## src/rtl/inst_mem_pkg.sv

```systemverilog
// Shared types and address-split helpers for the instruction memory controller.
// The optional INST_MEM_FETCH_ERR_EN macro is consumed by inst_mem_ctrl, not here.
package inst_mem_pkg;

  typedef enum logic [1:0] {
    ST_CLEAR = 2'd0,
    ST_IDLE  = 2'd1,
    ST_LOAD  = 2'd2
  } state_t;

  // Byte-offset bits inside one instruction word
  function automatic int calc_bo(input int data_w);
    return $clog2(data_w / 8);
  endfunction

  function automatic int calc_iw(input int depth);
    return $clog2(depth);
  endfunction

endpackage

```

## src/rtl/inst_mem_array.sv

```systemverilog
// Instruction storage: one write port, one registered read port that holds its
// value between reads. No reset; the controller clears it with explicit writes.
module inst_mem_array #(
  parameter int DATA_W = 32,
  parameter int DEPTH  = 16,
  parameter int IW     = $clog2(DEPTH)
) (
  input  logic              sys_clk,
  input  logic              wr_en,
  input  logic [IW-1:0]     wr_addr,
  input  logic [DATA_W-1:0] wr_data,
  input  logic              rd_en,
  input  logic [IW-1:0]     rd_addr,
  output logic [DATA_W-1:0] rd_data
);

  logic [DATA_W-1:0] mem [DEPTH];

  always_ff @(posedge sys_clk) begin
    if (wr_en) mem[wr_addr] <= wr_data;
    if (rd_en) rd_data <= mem[rd_addr];
  end

endmodule

```

## src/rtl/inst_mem_ctrl.sv

```systemverilog
// Instruction memory controller: clears memory after reset, loads a program
// word by word, and serves single-cycle-latency fetches. Define
// INST_MEM_FETCH_ERR_EN to report out-of-range/misaligned fetches on fetch_err.
module inst_mem_ctrl
  import inst_mem_pkg::*;
#(
  parameter int DATA_W = 32,
  parameter int DEPTH  = 16,
  parameter int ADDR_W = 32
) (
  input  logic              sys_clk,
  input  logic              sys_rst,
  input  logic              load_start,
  input  logic              load_valid,
  output logic              load_ready,
  input  logic [DATA_W-1:0] load_data,
  input  logic              load_last,
  output logic              load_done,
  input  logic              fetch_req,
  input  logic [ADDR_W-1:0] fetch_addr,
  output logic              fetch_valid,
  output logic [DATA_W-1:0] fetch_data,
  output logic              fetch_err,
  output logic              busy
);

  localparam int BO = calc_bo(DATA_W);
  localparam int IW = calc_iw(DEPTH);
  localparam logic [IW-1:0] LAST_IDX = IW'(DEPTH - 1);

  state_t            state, state_nxt;
  logic [IW-1:0]     wr_ptr, wr_ptr_nxt;
  logic              load_done_nxt;
  logic              mem_wr_en;
  logic [DATA_W-1:0] mem_wr_data;
  logic              fetch_accept;
  logic [IW-1:0]     fetch_index;
  logic              in_range;
  logic              fetch_ok;
  logic              data_ok;
  logic [DATA_W-1:0] rd_data;

  always_ff @(posedge sys_clk) begin
    if (sys_rst) begin
      state     <= ST_CLEAR;
      wr_ptr    <= '0;
      load_done <= 1'b0;
    end else begin
      state     <= state_nxt;
      wr_ptr    <= wr_ptr_nxt;
      load_done <= load_done_nxt;
    end
  end

  always_comb begin
    state_nxt     = state;
    wr_ptr_nxt    = wr_ptr;
    load_done_nxt = 1'b0;
    mem_wr_en     = 1'b0;
    mem_wr_data   = '0;
    load_ready    = 1'b0;
    busy          = 1'b1;
    case (state)
      ST_CLEAR: begin
        mem_wr_en  = 1'b1;
        wr_ptr_nxt = wr_ptr + IW'(1);
        if (wr_ptr == LAST_IDX) state_nxt = ST_IDLE;
      end
      ST_IDLE: begin
        busy = 1'b0;
        if (load_start) begin
          state_nxt  = ST_LOAD;
          wr_ptr_nxt = '0;
        end
      end
      ST_LOAD: begin
        load_ready = 1'b1;
        // A full memory ends the load even without load_last
        if (load_valid) begin
          mem_wr_en   = 1'b1;
          mem_wr_data = load_data;
          wr_ptr_nxt  = wr_ptr + IW'(1);
          if (load_last || wr_ptr == LAST_IDX) begin
            state_nxt     = ST_IDLE;
            load_done_nxt = 1'b1;
          end
        end
      end
      default: begin
        state_nxt  = ST_CLEAR;
        wr_ptr_nxt = '0;
      end
    endcase
  end

  assign fetch_accept = (state == ST_IDLE) && fetch_req;
  assign fetch_index  = IW'(fetch_addr >> BO);
  assign in_range     = (fetch_addr >> (BO + IW)) == '0;

`ifdef INST_MEM_FETCH_ERR_EN
  localparam logic [ADDR_W-1:0] ALIGN_MASK = ADDR_W'((1 << BO) - 1);
  logic aligned;
  assign aligned  = (fetch_addr & ALIGN_MASK) == '0;
  assign fetch_ok = in_range && aligned;

  always_ff @(posedge sys_clk) begin
    if (sys_rst)           fetch_err <= 1'b0;
    else if (fetch_accept) fetch_err <= !fetch_ok;
  end
`else
  assign fetch_ok  = in_range;
  assign fetch_err = 1'b0;
`endif

  // data_ok masks rejected fetches to zero and, like rd_data, only moves on a fetch
  always_ff @(posedge sys_clk) begin
    if (sys_rst) begin
      fetch_valid <= 1'b0;
      data_ok     <= 1'b0;
    end else begin
      fetch_valid <= fetch_accept;
      if (fetch_accept) data_ok <= fetch_ok;
    end
  end

  assign fetch_data = data_ok ? rd_data : '0;

  inst_mem_array #(
    .DATA_W (DATA_W),
    .DEPTH  (DEPTH),
    .IW     (IW)
  ) u_array (
    .sys_clk (sys_clk),
    .wr_en   (mem_wr_en),
    .wr_addr (wr_ptr),
    .wr_data (mem_wr_data),
    .rd_en   (fetch_accept),
    .rd_addr (fetch_index),
    .rd_data (rd_data)
  );

endmodule

```

## config.mk

```make
export PLATFORM = sky130hd
export DESIGN_NAME = inst_mem_ctrl
export DESIGN_NICKNAME = d
export VERILOG_FILES = /design/src/rtl/inst_mem_pkg.sv /design/src/rtl/inst_mem_array.sv /design/src/rtl/inst_mem_ctrl.sv
export SDC_FILE = /design/constraint.sdc
export NUM_CORES = 1
export LEC_CHECK = 0
export CAP_MARGIN = 40
export CORE_MARGIN = 3
export CORE_UTILIZATION = 40
export DETAILED_ROUTE_END_ITERATION = 8
export PLACE_DENSITY = 0.61
export SLEW_MARGIN = 20
export SYNTH_ARGS = -nofsm -noshare
export SYNTH_HDL_FRONTEND = slang
export SYNTH_SLANG_ARGS = --single-unit
```

## constraint.sdc

```tcl
create_clock -name sys_clk -period 7.7 [get_ports sys_clk]
set_input_delay 1.54 -clock sys_clk [delete_from_list [all_inputs] [get_ports sys_clk]]
set_output_delay 1.54 -clock sys_clk [all_outputs]
set_load 0.02 [all_outputs]
```

==> reports/results.ini, run 1 <==
[sta]
finalCritPeriodShare_pct=48.2
slew_headroom_pct=47.1
hold_ws_ns=0.573
skew_ns=0.0180
rsz0062_at_grt=false
setup_viol=0
final.setup.tns_ns=0
timing.final.hold_violations=0
fmax_ghz=0.270
period_needed_ns=3.71
worst_pin_slew_ns=0.793
slew_violations=0

[route]
drt_wl_total_mm=47.3
top_layer=met4
wl_met3_mm=3.42
vias=10182
remaining_drc_errors=0
drtIter0Drc=983
ant_nets=0
route.met2.wl_mm=23.3
m1WireLength_mm=19.8
drt_pre_antenna_iters=7
wire_per_inst_um=25.6
routed_via_density=5.52

[global_route]
grt_usage_pct=17.0
grt_pass1_wl_mm=69.9
overflow=0
antenna_found_initial=1
grt_max_degree=77
grt_pass1_vias=10679

[logic_synthesis]
ys_warn_count=0
synth_area_leader_cell=edfxtp_1
synthFlopType=edfxtp_1
syn_area_sq_um=21100
ys_ff_latch=553
yosysTopAreaCellShare_pct=77.3
synthTopCellsByArea=edfxtp_1 (77%), mux4_2 (14%), a22oi_1 (2.3%)
synth-async-reset-ratio_pct=0
synth_nets=1054
synth_cell_types=33
synth_area_per_cell_sq_um=21.6
syn-instance-count=980
seq_area_frac_synth_pct=78.2
synth-edff-count=544

[clock_tree]
cts.sinks=553
cts_setup_buffers=0
post_cts_resized=0
ctsLongestPathBuffers=3
cts-root-buf=clkbuf_16
cts_hold_buf=0
cts-buffers-inserted=56
cts_tree=built
clk_latency_ns=0.61
path_clk_slew_ns=0.06
htree_num_levels=2

[final_layout]
fill_cells=4196
fin_nets=1189
drive_gt1_share_pct=22.9
area_growth_pct=18.5
regArea_sq_um=16500
final_util_pct=48.3
multi_input_area_sq_um=4460
final_area_sq_um=25000

[floorplan]
die_h_um=236
die_x_um=236
core_region_area_sq_um=51800
start_util_pct=40.8
ioPinCount=107
rows=83
dieArea_sq_um=55600

[worst_setup_path]
cp.required_ns=6.16
end_kind=output port
path_class=flop to output port
worst_ep_arrival_time_ns=2.17
worstPathMaxFanout=20
startpoint_type=flop

[run]
max_cap_violations=0

[placed_design]
port_buffers=103
dp_hpwl_mm=23.4
place_area_sq_um=23200
gp_congestion=0.700

[power]
power_mw=6.32
p_switching_mw=1.29
leakagePower_nw=8.59
internal-power_mw=5.03
peakVddDrop_uv=170
clkPwrFrac_pct=42.5
combPwrFrac_pct=4.3
power_frac_seq_pct=53.2
swShare_pct=20.4
power_density_nw_per_um2=252

[run_status]
status=finished, final reports clean

[hold_path]
min_path_type=flop to flop

power groups by stage:
stage	combinational, mW	clock [mW]	sequential, mW
2_1_floorplan	0.155	0	3.42
3_3_place_gp	0.273	0	3.42
3_5_place_dp	0.280	0	3.42
4_1_cts	0.281	2.75	3.36
5_1_grt	0.294	2.87	3.36
6_report	0.275	2.69	3.36
registers in the layout, summed over array words and instances, names as in the netlist:
register,count
wr_ptr,4
data_ok,1
load_done,1
u_array.rd_data,32
state,2
fetch_valid,1
u_array.mem,512
final cells by class:
type	count	area share, %
Antenna cell	2	0.0200
Tap cell	680	3.40
Timing Repair Buffer	134	5.37
Clock inverter	36	1.51
Clock buffer	69	5.79
Inverter	7	0.105
Sequential cell	553	66.0
Multi-Input combinational cell	363	17.8
layout by cell type (no fill, tap or decap), drive strengths merged, types with 9 or more instances in the layout:
cell           count
clkbuf            70
dfxtp              9
and3              33
mux4             128
edfxtp           544
nor2              22
clkinv            29
buf               33
clkdlybuf4s50    100
nand2             39
a22oi             64
and2              33
cell families after synthesis:
family	share of synthesized area, %
AOI/OAI and AO/OA	2.72
xor gates and xnor gates	0.0829
adders and majority gates	0.237
buffers and inverters	1.36
DFF	78.2
muxes	13.7
other	0.0177
and+or+nand+nor	3.67
cell usage after synthesis (2+ instances only):
cell type  number
o21ai_0         2
mux4_2        128
nor4_1          7
buf_4          10
nand4_1         2
buf_2           8
and2_1         33
a22oi_1        64
nand2_1        39
ha_1            4
nor2_1         22
buf_1          12
and3_1         33
o221ai_1        2
clkbuf_1       27
edfxtp_1      544
nor2b_1         4
dfxtp_1         9
inv_1           7
a21oi_1         2
nor3_1          4
xor2_1          2
nand2b_1        5
metrics by stage:
| stage | worst slack [ns] | std cells |
|---|---|---|
| finish | 3.99 | 1844 |
| global route | 3.81 | 1842 |
| CTS | 3.84 | 1842 |
| detailed placement | 3.61 | 1737 |
| global placement | 2.84 | 1730 |
| floorplan | 3.15 | 980 |
final timing paths:
check,end,cells after the start,slack (ns),start
min reg2reg,wr_ptr[1],2,0.57,wr_ptr[1]
min,wr_ptr[1],2,0.57,wr_ptr[1]
max,fetch_data[7],3,3.99,data_ok
max reg2reg,u_array.mem[8][13],5,5.19,state[1]
worst max-delay path, cell delays in order (launching register included):
cell and delay [ns]:
dfxtp_2 0.57, buf_16 0.21, and2_1 0.16, clkdlybuf4s50_1 0.62
layer usage:
| metal | up-vias | GRT usage, % |
|---|---|---|
| met4 | 0 | 3.61 |
| met1 | 5404 | 24.2 |
| li1 | 4370 | - |
| met5 | - | 0 |
| met2 | 349 | 27.5 |
| met3 | 59 | 3.66 |
Power figures use the tool's default switching activity.
==> run 2: changes to the inputs <==
--- a/config.mk
+++ b/config.mk
@@ -9,7 +9,7 @@
 export CORE_MARGIN = 3
 export CORE_UTILIZATION = 40
 export DETAILED_ROUTE_END_ITERATION = 8
-export PLACE_DENSITY = 0.61
+export PLACE_DENSITY = 0.63
 export SLEW_MARGIN = 20
 export SYNTH_ARGS = -nofsm -noshare
 export SYNTH_HDL_FRONTEND = slang
==> constraint.sdc (replaced) <==
create_clock -name sys_clk -period 3.3 [get_ports sys_clk]
set_input_delay 0.66 -clock sys_clk [delete_from_list [all_inputs] [get_ports sys_clk]]
set_output_delay 0.66 -clock sys_clk [all_outputs]
set_load 0.02 [all_outputs]
==> run 2 against run 1 <==
Utilization grew 0.21 points. Non-clock buffer count grew 5. Count of clock-buffer cells in the layout rose by 4. Critical path depth is the same. Die area unchanged. Combinational power grew 140%. Via count is 1.4% higher. Worst hold slack got worse by 0.057 ns. Global-route usage is 0.15 points lower. Total power grew 130%. Cell count fell by 0.16%. Critical endpoint is now fetch_data[30]. Largest cell class unchanged.
==> reports/results.ini, run 2 (synthesis results as in run 1) <==
[final_layout]
area_growth_pct=19.0
fin_cells=1841  ; -0.16%
largest_reg_flops=512  ; unchanged
top_register=u_array.mem
final_cell_mix=edfxtp_1 (544), mux4_2 (128), clkdlybuf4s50_1 (100), a22oi_1 (64), clkbuf_16 (55)
diodes=0  ; -2
fin_nets=1193  ; +0.34%
reg.largest.list=u_array.mem: 512 flops, u_array.rd_data: 32 flops, wr_ptr: 4 flops
drive_gt1_share_pct=22.4  ; -0.50 points
layout_commonest_cell=edfxtp_1

[sta]
period_needed_ns=2.83
slew_headroom_pct=57.5  ; +10 points
finalCritPeriodShare_pct=85.7
fmax_ghz=0.354
rsz0062_at_grt=false
skew_ns=0.0153  ; -0.00271 ns
setup_viol=0  ; unchanged
final.setup.tns_ns=0  ; unchanged
timing.final.hold_violations=0  ; unchanged
slew_violations=0  ; unchanged
worst_pin_slew_ns=0.636  ; -0.158 ns

[worst_setup_path]
worstReg2RegStart=state[1]
cp.required_ns=2.64  ; -3.52 ns
reg2reg_slack_ns=1.14  ; -4.05 ns
end_kind=output port
worstPathMaxFanout=32  ; +60%
startpoint_type=flop
worstReg2RegEnd=u_array.mem[0][5]
path_class=flop to output port
worst_ep_arrival_time_ns=2.17  ; about the same
r2r_cells=4  ; -1

[route]
routed_via_density=5.61  ; +1.5%
remaining_drc_errors=0  ; unchanged
vias=10322  ; +1.4%
ant_nets=0  ; unchanged
wire_per_inst_um=25.6  ; -0.11%
drtIter0Drc=1041  ; +5.9%
drt_wl_total_mm=47.2  ; -0.27%
drt_pre_antenna_iters=5  ; -2

[global_route]
grt_pass1_vias=10774  ; +0.89%
grt_usage_pct=16.9  ; -0.15 points
grt_max_degree=44  ; -43%
overflow=0  ; unchanged
antenna_found_initial=1  ; unchanged
grt_pass1_wl_mm=69.4  ; -0.77%

[clock_tree]
cts_hold_buf=0  ; unchanged
ctsLongestPathBuffers=3  ; unchanged
cts_setup_buffers=0  ; unchanged
cts-root-buf=clkbuf_16
clk_latency_ns=0.60  ; about the same
htree_num_levels=2  ; unchanged
cts_tree=built
post_cts_resized=0  ; unchanged
path_clk_slew_ns=0.06  ; about the same
cts.sinks=553  ; unchanged
cts-buffers-inserted=55  ; -1.8%

[floorplan]
core_region_area_sq_um=51800  ; unchanged
die_h_um=236  ; unchanged
ioPinCount=107  ; unchanged
dieArea_sq_um=55600  ; unchanged
rows=83  ; unchanged
start_util_pct=40.8  ; unchanged
die_x_um=236  ; unchanged

[hold_path]
hold_path_end=data_ok
whs_path_depth=2  ; unchanged
min_path_type=flop to flop
hold_start=data_ok

[placed_design]
gp_congestion=0.703  ; +0.40%
dp_hpwl_mm=23.3  ; -0.22%
dp.cells=1742  ; +0.29%
port_buffers=103  ; unchanged

[power]
peakVddDrop_uv=385  ; +130%
leakagePower_nw=8.57  ; -0.26%
power_density_nw_per_um2=572  ; +130%

[run]
max_cap_violations=0  ; unchanged

[run_status]
status=finished, final reports clean

[run 2: power breakdown]
part | total, mW | switching, mW | internal, mW
registers | 7.84 | 0.0403 | 7.79
clock network | 5.87 | 2.50 | 3.37
logic | 0.667 | 0.376 | 0.291
[run 2: layer usage]
metal,vias to the layer above,GRT usage (%),part of all wire (%)
li1,4371,-,-
met4,2,3.72,1.7
met1,5535,23.6,43
met3,65,3.18,6.2
met2,349,27.9,50
met5,-,0,0.025
[run 2: worst max-delay path, cell delays in order, from the launching register on]
cell and delay, ns:
dfxtp_1 0.33, buf_4 0.39, and2_1 0.21, clkdlybuf4s50_1 0.61
[run 2: worst max-delay path by stage]
stage	start	end	slack (ns)	cells past startpoint
2_1_floorplan	load_valid	u_array.mem[12][0]	0.49	4
3_3_place_gp	fetch_addr[5]	u_array.rd_data[24]	0.81	5
3_5_place_dp	fetch_addr[3]	u_array.rd_data[18]	0.78	5
4_1_cts	data_ok	fetch_data[9]	0.37	3
5_1_grt	data_ok	fetch_data[17]	0.31	3
6_report	data_ok	fetch_data[30]	0.47	3
[run 2: final cells by class]
class	count	area (sq um)
Clock buffer	73	1440
Clock inverter	26	234
Fill cell	4152	26700
Inverter	7	26.3
Multi-Input combinational cell	363	4480
Sequential cell	553	16500
Tap cell	680	851
Timing Repair Buffer	139	1590
[run 2: per-stage QoR]
| step | area [sq um] | total power, mW | hold slack (ns) | worst slack, ns | util, % |
|---|---|---|---|---|---|
| 4_1_cts | 25100 | 14.5 | 0.516 | 0.374 | 48.5 |
| 6_report | 25100 | 14.4 | 0.516 | 0.473 | 48.5 |
| 3_5_place_dp | 23500 | 8.67 | 0.510 | 0.779 | 45.3 |
| 3_3_place_gp | 23500 | 8.65 | 0.475 | 0.813 | 45.3 |
| 5_1_grt | 25100 | 14.9 | 0.551 | 0.315 | 48.5 |
| 2_1_floorplan | 21100 | 8.33 | 0.522 | 0.487 | - |
